$ cat config.mk
export PLATFORM = sky130hd
export DESIGN_NAME = pulse_period_meter
export DESIGN_NICKNAME = d
export VERILOG_FILES = /design/src/rtl/pulse_period_meter.sv
export SDC_FILE = /design/constraint.sdc
export NUM_CORES = 1
export LEC_CHECK = 0
export ABC_AREA = 1
export CELL_PAD_IN_SITES_DETAIL_PLACEMENT = 0
export CELL_PAD_IN_SITES_GLOBAL_PLACEMENT = 1
export CORE_MARGIN = 3
export CORE_UTILIZATION = 38
export DETAILED_ROUTE_END_ITERATION = 10
export PLACE_DENSITY_LB_ADDON = 0.2
export SLEW_MARGIN = 40
export SYNTH_ARGS = -nofsm -noshare
export SYNTH_HDL_FRONTEND = slang
export SYNTH_SLANG_ARGS = --single-unit
$ cat constraint.sdc
create_clock -name clk -period 1.6 [get_ports clk]
set_input_delay 0.24 -clock clk [delete_from_list [all_inputs] [get_ports clk]]
set_output_delay 0.24 -clock clk [all_outputs]
set_load 0.02 [all_outputs]
$ cat src/rtl/pulse_period_meter.sv
// Measures the clock-cycle spacing of a pulse train, counts events and flags lock on a stable period.
// Optional macro PULSE_PERIOD_SYNC_EN adds a two-flop input synchronizer (latency grows by two edges).
module pulse_period_meter #(
  parameter int CNT_W = 8,
  parameter int EVT_W = 7
) (
  input  logic             clk,
  input  logic             reset,
  input  logic             pulse_in,
  output logic [CNT_W-1:0] period_out,
  output logic             period_valid,
  output logic             period_err,
  output logic             locked,
  output logic [EVT_W-1:0] event_count
);

  typedef enum logic {IDLE, MEASURE} state_t;

  state_t           state_q, state_d;
  logic [CNT_W-1:0] cnt_q, cnt_d;
  logic             ovf_q, ovf_d;
  logic [CNT_W-1:0] periodOut_q, periodOut_d;
  logic             valid_q, valid_d;
  logic             err_q, err_d;
  logic             locked_q, locked_d;
  logic [CNT_W-1:0] prevPeriod_q, prevPeriod_d;
  logic             havePrev_q, havePrev_d;
  logic [EVT_W-1:0] eventCount_q, eventCount_d;
  logic [CNT_W-1:0] newPeriod;
  logic             ev;

`ifdef PULSE_PERIOD_SYNC_EN
  logic sync1_q, sync2_q;

  always_ff @(posedge clk) begin
    if (reset) begin
      sync1_q <= 1'b0;
      sync2_q <= 1'b0;
    end else begin
      sync1_q <= pulse_in;
      sync2_q <= sync1_q;
    end
  end

  assign ev = sync2_q;
`else
  assign ev = pulse_in;
`endif

  // Truncation makes a full 2^CNT_W period read back as 0, matching the divider encoding.
  assign newPeriod = cnt_q + CNT_W'(1);

  always_comb begin
    state_d      = state_q;
    cnt_d        = cnt_q;
    ovf_d        = ovf_q;
    periodOut_d  = periodOut_q;
    valid_d      = 1'b0;
    err_d        = 1'b0;
    locked_d     = locked_q;
    prevPeriod_d = prevPeriod_q;
    havePrev_d   = havePrev_q;
    eventCount_d = ev ? eventCount_q + EVT_W'(1) : eventCount_q;

    case (state_q)
      IDLE: begin
        if (ev) begin
          state_d = MEASURE;
          cnt_d   = '0;
          ovf_d   = 1'b0;
        end
      end
      MEASURE: begin
        if (ev) begin
          cnt_d = '0;
          ovf_d = 1'b0;
          if (ovf_q) begin
            err_d        = 1'b1;
            locked_d     = 1'b0;
            prevPeriod_d = '0;
            havePrev_d   = 1'b0;
          end else begin
            periodOut_d  = newPeriod;
            valid_d      = 1'b1;
            locked_d     = havePrev_q && (newPeriod == prevPeriod_q);
            prevPeriod_d = newPeriod;
            havePrev_d   = 1'b1;
          end
        end else if (cnt_q == '1) begin
          // Saturate so any longer gap is reported as an error, not a wrapped period.
          ovf_d = 1'b1;
        end else begin
          cnt_d = newPeriod;
        end
      end
      default: state_d = IDLE;
    endcase
  end

  always_ff @(posedge clk) begin
    if (reset) begin
      state_q      <= IDLE;
      cnt_q        <= '0;
      ovf_q        <= 1'b0;
      periodOut_q  <= '0;
      valid_q      <= 1'b0;
      err_q        <= 1'b0;
      locked_q     <= 1'b0;
      prevPeriod_q <= '0;
      havePrev_q   <= 1'b0;
      eventCount_q <= '0;
    end else begin
      state_q      <= state_d;
      cnt_q        <= cnt_d;
      ovf_q        <= ovf_d;
      periodOut_q  <= periodOut_d;
      valid_q      <= valid_d;
      err_q        <= err_d;
      locked_q     <= locked_d;
      prevPeriod_q <= prevPeriod_d;
      havePrev_q   <= havePrev_d;
      eventCount_q <= eventCount_d;
    end
  end

  assign period_out   = periodOut_q;
  assign period_valid = valid_q;
  assign period_err   = err_q;
  assign locked       = locked_q;
  assign event_count  = eventCount_q;

endmodule

==> results of run 1 <==
## layout make-up
class	count	area, um2	share of cell area (%)
multi-input cells	169	800	37.3
flip-flops and latches	37	741	34.6
clock buffers	7	86.3	4.03
clock inverters	1	30.0	1.40
inverters	27	101	4.73
repair buffers	36	320	15.0
well taps	50	62.6	2.92
## worst max path at each step
stage,start,to,slack (ns),cells past startpoint
after floorplan,cnt_q[0],locked,0.26,9
after global placement,pulse_in,cnt_q[1],-0.05,7
after detailed placement,pulse_in,cnt_q[1],-0.07,7
after CTS,event_count[5],event_count[5],0.05,1
after global routing,cnt_q[1],cnt_q[2],-0.007,8
final,event_count[5],event_count[5],0.06,1
## synth_stat cells
library cell               instances
sky130_fd_sc_hd__a21boi_0          1
sky130_fd_sc_hd__a21oi_1          28
sky130_fd_sc_hd__a21oi_2           1
sky130_fd_sc_hd__buf_2             1
sky130_fd_sc_hd__clkbuf_1          4
sky130_fd_sc_hd__clkinv_1          1
sky130_fd_sc_hd__dfxtp_1          37
sky130_fd_sc_hd__ha_1              2
sky130_fd_sc_hd__inv_1            25
sky130_fd_sc_hd__inv_2             1
sky130_fd_sc_hd__nand2_1          76
sky130_fd_sc_hd__nand2_2           2
sky130_fd_sc_hd__nand3_1          21
sky130_fd_sc_hd__nand4_1           1
sky130_fd_sc_hd__nor2_1           22
sky130_fd_sc_hd__nor2_4            3
sky130_fd_sc_hd__nor3_1            2
sky130_fd_sc_hd__o21a_1            1
sky130_fd_sc_hd__o21ai_0           3
sky130_fd_sc_hd__o21ai_1           1
sky130_fd_sc_hd__o21ai_2           1
sky130_fd_sc_hd__o21bai_1          2
sky130_fd_sc_hd__o22ai_1           1
sky130_fd_sc_hd__xnor2_1           1
## kinds of logic (layout without fill, tap and decap cells)
group                    count (synthesis)  count (layout)
flip-flops                              37              37
XOR/XNOR                                 1               1
adder cells (fa/ha/maj)                  2               2
buffers and inverters                   32              71
AO/OA/AOI/OAI                           39              39
AND/OR/NAND/NOR                        127             127
## state kept, by name (all words and copies together), names as in the netlist
name          flops
period_out        8
state_q           1
locked            1
havePrev_q        1
ovf_q             1
event_count       7
period_err        1
cnt_q             8
period_valid      1
prevPeriod_q      8
## per-layer routing
layer,vias to the layer above,routed length (um),global-route usage (%)
li1,834,-,-
met1,686,1830,21.0
met2,17,1740,25.4
met3,5,80,2.52
met4,0,65,7.52
met5,-,0,0
## repair_timing
item | in CTS | in global routing
gates resized for setup | 0 | 5
setup buffers | 0 | 1
setup endpoints to repair | 0 | 9
## power groups by stage
stage,combinational (mW),clock (mW),sequential (mW)
4_1_cts,0.139,0.861,0.947
6_report,0.138,0.833,0.949
3_3_place_gp,0.139,0,0.969
5_1_grt,0.156,0.893,0.950
2_1_floorplan,0.0649,0,0.979
3_5_place_dp,0.138,0,0.969
==> summary.md, run 1 <==
| Metric | Value |
|---|---|
| Status | `completed` |
| Half-perimeter wire length after detailed placement | `2770 um` |
| Final instance area | `2140 um2` |
| Total Negative Setup Slacks | `0 ns` |
| Setup skew after layout | `0.00520 ns` |
| Net count, final | `281` |
| Type of the worst setup path | `flip-flop to output pin` |
| PD cells | `897 nW/um2` |
| Placer's final routability congestion estimate | `0.775` |
| Number of cells traversed by the worst hold path | `2` |
| Cell count of the worst reg-to-reg path | `8` |
| Via count of the first global-routing pass | `roughly 1,500` |
| Clock buffer depth | `2` |
| Setup crit start kind | `flip-flop` |
| Fraction of the mapped netlist area in compound gates | `between 10% and 20%` |
| Setup ws final | `0.0591 ns` |
| Switching fraction of total power | `21.8%` |
| Number of CTS-inserted buffers | `5` |
| Vertical die dimension | `between 70 and 80 um` |
| Initial antenna violation count | `0` |
| Core Box Area | `between 4000 and 5000 um2` |
| CTS tree | `built` |
| Design internal power | `about 1.5 mW` |
| Violation count after the first detailed-route iteration | `102` |
| Hold path start | `period_out[5]` |
| Worst-case hold path end point | `period_out[5]` |
| Final Core Density | `52.4%` |
| Detailed Route WL | `around 3700 um` |
| Number of vias in the routed layout | `1,542` |
| Hold-fix buffers, CTS | `0` |
| Global-route wire length before repair | `6380 um` |
| Multiplexer area fraction after synthesis | `0%` |
| Clock group share of total power | `43.4%` |
| Horizontal die dimension | `approximately 70 um` |
| Fraction of final layout cells sized beyond drive strength 1 | `between 10% and 20%` |
| Syn nets | `243` |
| Final hold violations | `0` |
| Ratio of routed vias to standard cells | `4.72` |
| Fin Hold WS | `0.464 ns` |
| Placement Cell Area | `~2000 um2` |
| Top Family by Delay on Critical Path | `buffers and inverters` |
| Average cell area after synthesis | `6.91 um2` |
| Num ports | `21` |
| Worst R2R Setup Slack | `0.09 ns` |
| Aggregate global routing overflow | `0` |
| Static leakage | `0.835 nW` |
| Synth Area in Simple Gates | `32.5%` |
| Combined buffer and inverter count along the critical path | `1` |
| Cell types occupying the most area after synthesis | `sky130_fd_sc_hd__dfxtp_1 (45%), sky130_fd_sc_hd__nand2_1 (17%), sky130_fd_sc_hd__a21oi_1 (8.5%)` |
| Register share of total power | `49.4%` |
| Worst IR Drop VDD | `0.644 mV` |
| Ratio of final minimum period to clock period | `96.3%` |
| Maximum number of pins on one net before global-route repair | `14` |
| Final Non-Filler Cells | `327` |
| Post-synthesis to final-layout area growth | `30.1%` |
| Fraction of synthesized cell area taken by the top area cell type | `45.0%` |
| # diodes | `0` |
| Number of sinks handled by clock tree synthesis | `37` |
| Sort of element at the end of the critical path | `output pin` |
| Pre-CTS setup slack | `-0.0657 ns` |
| Critical path cell sequence | `clkdlybuf4s50_1` |
| Crit path DAT | `1.30 ns` |
| Largest family of logic cells by synthesized area | `simple AND/OR/NAND/NOR gates` |
| Avg WL per Cell | `11.4 um` |
| Die area | `5160 um2` |
| Number of port buffers | `20` |
| Cell type contributing the most total cell area after synthesis | `sky130_fd_sc_hd__dfxtp_1` |
| Final setup violation count | `0` |
| Seq/Total Area, Yosys | `a little under half` |
| Area of the mapped netlist | `1650 um2` |
| Largest fanout on the critical path | `4` |
| Warnings, synthesis | `0` |
| Fin crit period | `1.54 ns` |
| Slew at the pin with the worst max-slew slack | `0.267 ns` |
| Synth Area in XOR/XNOR | `less than 1%` |
| Worst-path cell with the longest stage delay | `sky130_fd_sc_hd__clkdlybuf4s50_1` |
| Area share of fa/ha/maj cells after synthesis | `1.52%` |
| Normalized max-slew margin | `between 80% and 90%` |
| Power dissipated by switching net loads | `0.418 mW` |
| HP Class | `flip-flop to flip-flop` |
| Number of levels in the clock H-tree | `2` |
| Residual DRC | `0` |
| GRT Total Usage | `between 10% and 20%` |
| Detail Route Antenna Nets | `0` |
| Critical R2R Capture | `cnt_q[7]` |
| Number of distinct library cell variants in the gate-level netlist after synthesis | `24` |
| Worst R2R Start | `cnt_q[1]` |
| Post-layout total power | `1.92 mW` |
| Number of rows created at floorplan | `23` |
| Insertion delay to the later sink of the worst-skew pair | `0.29 ns` |
| Initial Utilization | `between 40% and 50%` |
| Most common cell after layout, fill and taps aside | `sky130_fd_sc_hd__nand2_1` |
| Layout fillers | `423` |
| Clock tree root buffer cell | `sky130_fd_sc_hd__clkbuf_8` |
| Max_cap viols | `0` |
| Worst EP required | `1.36 ns` |
| Number of optimization iterations in the first detailed-route pass | `4` |
| Post-Syn Instances | `about 240` |
| Cell total after placement | `roughly 320` |
| Max-slew violations | `0` |
| Highest cell delay on the worst timing path | `between 0.6 and 0.7 ns` |
| FF+latch count, synth | `37` |
| Highest achievable clock rate | `0.649 GHz` |
| Most used cells in the layout excluding fill and tap cells | `sky130_fd_sc_hd__nand2_1 (75), sky130_fd_sc_hd__dfxtp_1 (37), sky130_fd_sc_hd__a21oi_1 (28)` |
| Combinational cell fraction of total power | `7.2%` |
| Worst-path clk slew | `0.07 ns` |
Power figures use the tool's default switching activity.
==> run 2: changes to the inputs <==
--- a/config.mk
+++ b/config.mk
@@ -8,7 +8,6 @@
 export ABC_AREA = 1
 export CELL_PAD_IN_SITES_DETAIL_PLACEMENT = 0
 export CELL_PAD_IN_SITES_GLOBAL_PLACEMENT = 1
-export CORE_MARGIN = 3
 export CORE_UTILIZATION = 38
 export DETAILED_ROUTE_END_ITERATION = 10
 export PLACE_DENSITY_LB_ADDON = 0.2
==> run 2 against run 1 <==
- global-route usage grew 3.3 points
- clock-buffer cell count shrank 2
- design area grew 1.3%
- maximum frequency grew 0.27%
- non-clock buffer count is the same
- setup slack gained 0.0041 ns
- critical endpoint is now event_count[1]
- worst hold slack gained 0.0019 ns
- die area shrank 11%
- critical path depth is the same
- combinational power grew 5%
==> summary.md, run 2 (synthesis gave the netlist of run 1 again) <==
| Metric | Value |
|---|---|
| Status | `completed` |
| Most used cells in the layout excluding fill and tap cells | `sky130_fd_sc_hd__nand2_1 (75), sky130_fd_sc_hd__dfxtp_1 (36), sky130_fd_sc_hd__a21oi_1 (28)` |
| Combined buffer and inverter count along the critical path | `1` |
| Half-perimeter wire length after detailed placement | `2800 um` |
| Placer's final routability congestion estimate | `slightly below 0.8` |
| Violation count after the first detailed-route iteration | `69` |
| Number of rows created at floorplan | `23` |
| Setup skew after layout | `0.00636 ns` |
| Detailed Route WL | `between 3000 and 4000 um` |
| Sort of element at the end of the critical path | `output pin` |
| Final hold violations | `0` |
| GRT Total Usage | `19.2%` |
| Total Negative Setup Slacks | `0 ns` |
| Cell total after placement | `319` |
| Ratio of routed vias to standard cells | `4.80` |
| Crit path DAT | `1.30 ns` |
| Core Box Area | `around 4000 um2` |
| Detail Route Antenna Nets | `0` |
| Final setup violation count | `0` |
| HP Class | `flip-flop to flip-flop` |
| Post-synthesis to final-layout area growth | `31.9%` |
| Fraction of final layout cells sized beyond drive strength 1 | `13.4%` |
| Layout fillers | `446` |
| Horizontal die dimension | `67.8 um` |
| Global-route wire length before repair | `6350 um` |
| Residual DRC | `0` |
| Vertical die dimension | `slightly below 70 um` |
| Net count, final | `approximately 280` |
| Ratio of final minimum period to clock period | `96.0%` |
| Max-slew violations | `0` |
| Setup crit start kind | `flip-flop` |
| Final Non-Filler Cells | `327` |
| CTS tree | `built` |
| Worst-path cell with the longest stage delay | `sky130_fd_sc_hd__clkdlybuf4s50_1` |
| Number of port buffers | `20` |
| PD cells | `881 nW/um2` |
| Number of CTS-inserted buffers | `5` |
| Via count of the first global-routing pass | `1,427` |
| Number of sinks handled by clock tree synthesis | `37` |
| Avg WL per Cell | `about 12 um` |
| Normalized max-slew margin | `81.9%` |
| Maximum number of pins on one net before global-route repair | `32` |
| Most common cell after layout, fill and taps aside | `sky130_fd_sc_hd__nand2_1` |
| Top Family by Delay on Critical Path | `buffers and inverters` |
| # diodes | `0` |
| Number of cells traversed by the worst hold path | `2` |
| Critical path cell sequence | `clkdlybuf4s50_1` |
| Num ports | `21` |
| Slew at the pin with the worst max-slew slack | `0.271 ns` |
| Fin crit period | `1.54 ns` |
| Number of levels in the clock H-tree | `2` |
| Highest achievable clock rate | `0.651 GHz` |
| Max_cap viols | `0` |
| Depth of the critical timing path with buffers and inverters included | `1` |
| Highest cell delay on the worst timing path | `roughly 0.62 ns` |
| Initial antenna violation count | `0` |
| Type of the worst setup path | `flip-flop to output pin` |
| Clock buffer depth | `2` |
| Number of optimization iterations in the first detailed-route pass | `4` |
| Worst-path clk slew | `0.08 ns` |
| Die area | `approximately 4600 um2` |
| Largest fanout on the critical path | `4` |
| Initial Utilization | `40.3%` |
| Aggregate global routing overflow | `0` |
| Number of vias in the routed layout | `~1,600` |
| Clock tree root buffer cell | `sky130_fd_sc_hd__clkbuf_8` |
| Worst EP required | `1.36 ns` |
| Worst IR Drop VDD | `roughly 0.49 mV` |
| Static leakage | `0.860 nW` |
| Insertion delay to the later sink of the worst-skew pair | `0.29 ns` |
| Post-layout total power | `1.91 mW` |
| Hold-fix buffers, CTS | `0` |
| Cell count of the worst reg-to-reg path | `8` |
run 2: cell count changes in the layout (fill, tap and decap cells not counted), sizes merged:
cell           before  now
dlymetal6s2s        0    1
clkinv              1    2
clkdlybuf4s50      20   19
clkinvlp            0    1
clkbuf              7    5
run 2: tightest hold or removal path: stages (launching register included):
cell	delay [ns]
sky130_fd_sc_hd__dfxtp_1	0.31
sky130_fd_sc_hd__nand2_1	0.06
sky130_fd_sc_hd__a21oi_1	0.05
run 2: per-stage QoR:
| stage | setup slack (ns) | utilization, % | hold slack [ns] | cell area (um2) |
|---|---|---|---|---|
| 2_1_floorplan | 0.260 | - | 0.318 | 1650 |
| 4_1_cts | 0.0350 | 52.6 | 0.467 | 2150 |
| 5_1_grt | -0.00542 | 53.1 | 0.487 | 2170 |
| 3_5_place_dp | -0.105 | 49.8 | 0.454 | 2030 |
| 3_3_place_gp | -0.0985 | 49.8 | 0.450 | 2030 |
| 6_report | 0.0632 | 53.1 | 0.466 | 2170 |
run 2: worst paths after layout:
kind / start / endpoint / slack, ns
worst max-delay path: event_count[1] / event_count[1] / 0.06
worst min-delay path: period_out[1] / period_out[1] / 0.47
worst max register to register: cnt_q[2] / locked / 0.15
worst min register to register: period_out[1] / period_out[1] / 0.47
run 2: power by group:
part	switching, mW	internal, mW
clock	0.351	0.466
sequential	0.0123	0.936
combinational	0.0840	0.0615
run 2: area by class of cell:
type,count,area [um2],share of cell area [%]
inverter,27,101,4.67
multi-input combinational,169,801,36.9
clock buffer,5,68.8,3.17
clock inverter,3,46.3,2.13
tap,50,62.6,2.88
timing repair buffer,36,348,16.0
sequential,37,742,34.2
run 2: what timing repair did:
| action | CTS | global route |
|---|---|---|
| endpoints found under the setup margin | 0 | 3 |
| hold endpoints to repair | 0 | 0 |
| buffers inserted | 0 | 0 |
| resized for setup | 0 | 7 |
run 2: per-layer routing:
metal | part of all wire (%) | vias to the layer above | GRT usage [%]
met5 | 0 | - | 0
met4 | 1.8 | 0 | 7.03
met3 | 4.4 | 8 | 5.41
met2 | 47 | 29 | 31.8
met1 | 47 | 695 | 23.6
li1 | - | 836 | -
==> run 3: changes to the inputs <==
--- a/config.mk
+++ b/config.mk
@@ -8,7 +8,8 @@
 export ABC_AREA = 1
 export CELL_PAD_IN_SITES_DETAIL_PLACEMENT = 0
 export CELL_PAD_IN_SITES_GLOBAL_PLACEMENT = 1
-export CORE_UTILIZATION = 38
+export CORE_MARGIN = 2
+export CORE_UTILIZATION = 41
 export DETAILED_ROUTE_END_ITERATION = 10
 export PLACE_DENSITY_LB_ADDON = 0.2
 export SLEW_MARGIN = 40
==> constraint.sdc (replaced) <==
create_clock -name clk -period 1.8 [get_ports clk]
set_input_delay 0.27 -clock clk [delete_from_list [all_inputs] [get_ports clk]]
set_output_delay 0.27 -clock clk [all_outputs]
set_load 0.02 [all_outputs]
==> run 3 against run 2 <==
- sequential share of layout area increased by 2.2 points
- setup slack improved by 0.14 ns
- combinational power fell by 22%
- first-iteration DRC count increased by 1.4%
- register-to-register slack gained 0.11 ns
- clock skew shrank 0.0023 ns
- cell count shrank 3.1%
- worst hold slack got worse by 0.0055 ns
- largest cell class unchanged
==> summary.md, run 3 (synthesis gave the netlist of run 1 again) <==
| Metric | Value |
|---|---|
| Status | `completed` |
| Placer's final routability congestion estimate | `0.775` |
| Type of the worst setup path | `flip-flop to output pin` |
| Detail Route Antenna Nets | `0` |
| Maximum number of pins on one net before global-route repair | `23` |
| Fraction of final layout cells sized beyond drive strength 1 | `about 8.6%` |
| Most common cell after layout, fill and taps aside | `sky130_fd_sc_hd__nand2_1` |
| Most used cells in the layout excluding fill and tap cells | `sky130_fd_sc_hd__nand2_1 (76), sky130_fd_sc_hd__dfxtp_1 (37), sky130_fd_sc_hd__a21oi_1 (28)` |
| Setup skew after layout | `~0.004 ns` |
| Worst-path clk slew | `0.07 ns` |
| GRT Total Usage | `18.2%` |
| Insertion delay to the later sink of the worst-skew pair | `just under 0.3 ns` |
| # diodes | `0` |
| Net count, final | `about 270` |
| Ratio of routed vias to standard cells | `between 4 and 5` |
| Clock tree root buffer cell | `sky130_fd_sc_hd__clkbuf_8` |
| Number of CTS-inserted buffers | `5` |
| Final hold violations | `0` |
| Slew at the pin with the worst max-slew slack | `0.386 ns` |
| Design internal power | `around 1.2 mW` |
| Initial antenna violation count | `0` |
| Post-layout total power | `1.60 mW` |
| Normalized max-slew margin | `74.2%` |
| Max_cap viols | `0` |
| Post-synthesis to final-layout area growth | `23.7%` |
| Sort of element at the end of the critical path | `output pin` |
| Placement Cell Area | `1930 um2` |
| Highest achievable clock rate | `0.628 GHz` |
| Die area | `4540 um2` |
| Setup crit start kind | `flip-flop` |
| Number of vias in the routed layout | `roughly 1,600` |
| Power dissipated by switching net loads | `0.376 mW` |
| Horizontal die dimension | `between 60 and 70 um` |
| Max-slew violations | `0` |
| Worst EP required | `1.53 ns` |
| Number of rows created at floorplan | `23` |
| Worst IR Drop VDD | `0.606 mV` |
| Global-route wire length before repair | `5920 um` |
| Via count of the first global-routing pass | `1,305` |
| Setup repair after global routing missed its margin | `false` |
| Worst-path cell with the longest stage delay | `sky130_fd_sc_hd__clkdlybuf4s50_1` |
| Top Family by Delay on Critical Path | `buffers and inverters` |
| Highest cell delay on the worst timing path | `0.64 ns` |
| Total Negative Setup Slacks | `0 ns` |
| Initial Utilization | `roughly two fifths` |
| Fin crit period | `1.59 ns` |
| Number of optimization iterations in the first detailed-route pass | `4` |
| Num ports | `21` |
| Register share of total power | `52.9%` |
| Half-perimeter wire length after detailed placement | `about 2700 um` |
| Critical path cell sequence | `clkdlybuf4s50_1` |
| Number of sinks handled by clock tree synthesis | `37` |
| Number of levels in the clock H-tree | `2` |
| Number of port buffers | `20` |
| Violation count after the first detailed-route iteration | `70` |
| Clock buffer depth | `2` |
| Largest fanout on the critical path | `4` |
| Final instance area | `2040 um2` |
| Core Box Area | `approximately 3900 um2` |
| Clock group share of total power | `40.1%` |
| CTS tree | `built` |
| HP Class | `flip-flop to flip-flop` |
| Final setup violation count | `0` |
| Residual DRC | `0` |
| Switching fraction of total power | `23.5%` |
| Combined buffer and inverter count along the critical path | `1` |
| Vertical die dimension | `67.4 um` |
| Ratio of final minimum period to clock period | `88.5%` |
| Detailed Route WL | `3680 um` |
| Crit path DAT | `1.32 ns` |
| Aggregate global routing overflow | `0` |
| Avg WL per Cell | `roughly 12 um` |
| Static leakage | `0.783 nW` |
| PD cells | `784 nW/um2` |
| Combinational cell fraction of total power | `7.1%` |
[run 3: cell count changes in the layout (fill, tap and decap cells not counted), moves of 2 or more]
cell                       delta
sky130_fd_sc_hd__clkbuf_8     +2
sky130_fd_sc_hd__buf_4        -8
sky130_fd_sc_hd__nor2_1       +2
sky130_fd_sc_hd__nor2_2       -2
sky130_fd_sc_hd__buf_12       -2
[run 3: area by class of cell]
class,count,area [um2]
fill,427,1910
tap,50,62.6
multi-input combinational,169,785
inverter,27,101
clock inverter,1,5.00
sequential,37,741
clock buffer,7,96.3
timing repair buffer,26,245
[run 3: repair_timing]
item	4_1_cts	5_1_grt
gates resized for setup	0	1
hold buffers	0	0
setup endpoints to repair	0	1
buffers inserted	0	0
hold endpoints to repair	0	0
[run 3: final timing paths]
path                            depth (start not counted)  slack [ns]        endpoint           start
worst min register to register                          2        0.46   period_out[1]   period_out[1]
worst max-delay path                                    1        0.21  event_count[5]  event_count[5]
worst max register to register                          7        0.26        cnt_q[0]        cnt_q[0]
worst min-delay path                                    2        0.46   period_out[1]   period_out[1]
[run 3: power by group through the flow]
stage / clock network (mW) / logic, mW / registers, mW
final: 0.639 / 0.113 / 0.844
after global routing: 0.681 / 0.127 / 0.846
after CTS: 0.655 / 0.115 / 0.844
after detailed placement: 0 / 0.114 / 0.863
after global placement: 0 / 0.114 / 0.863
after floorplan: 0 / 0.0576 / 0.870
[run 3: stage by stage]
step,instances,hold WS [ns],worst slack [ns],utilization (%)
after floorplan,238,0.348,0.460,-
after global placement,309,0.450,0.0908,49.0
after detailed placement,309,0.453,0.0732,49.0
after CTS,317,0.464,0.190,51.6
after global routing,317,0.487,0.0538,51.6
final,317,0.460,0.207,51.6
[run 3: layer usage]
layer	part of all wire (%)	global-route usage, %	wire (um)
met5	0	0	0
met3	3.6	5.83	133
met2	47	28.8	1740
met1	47	22.5	1730
met4	1.9	8.42	69
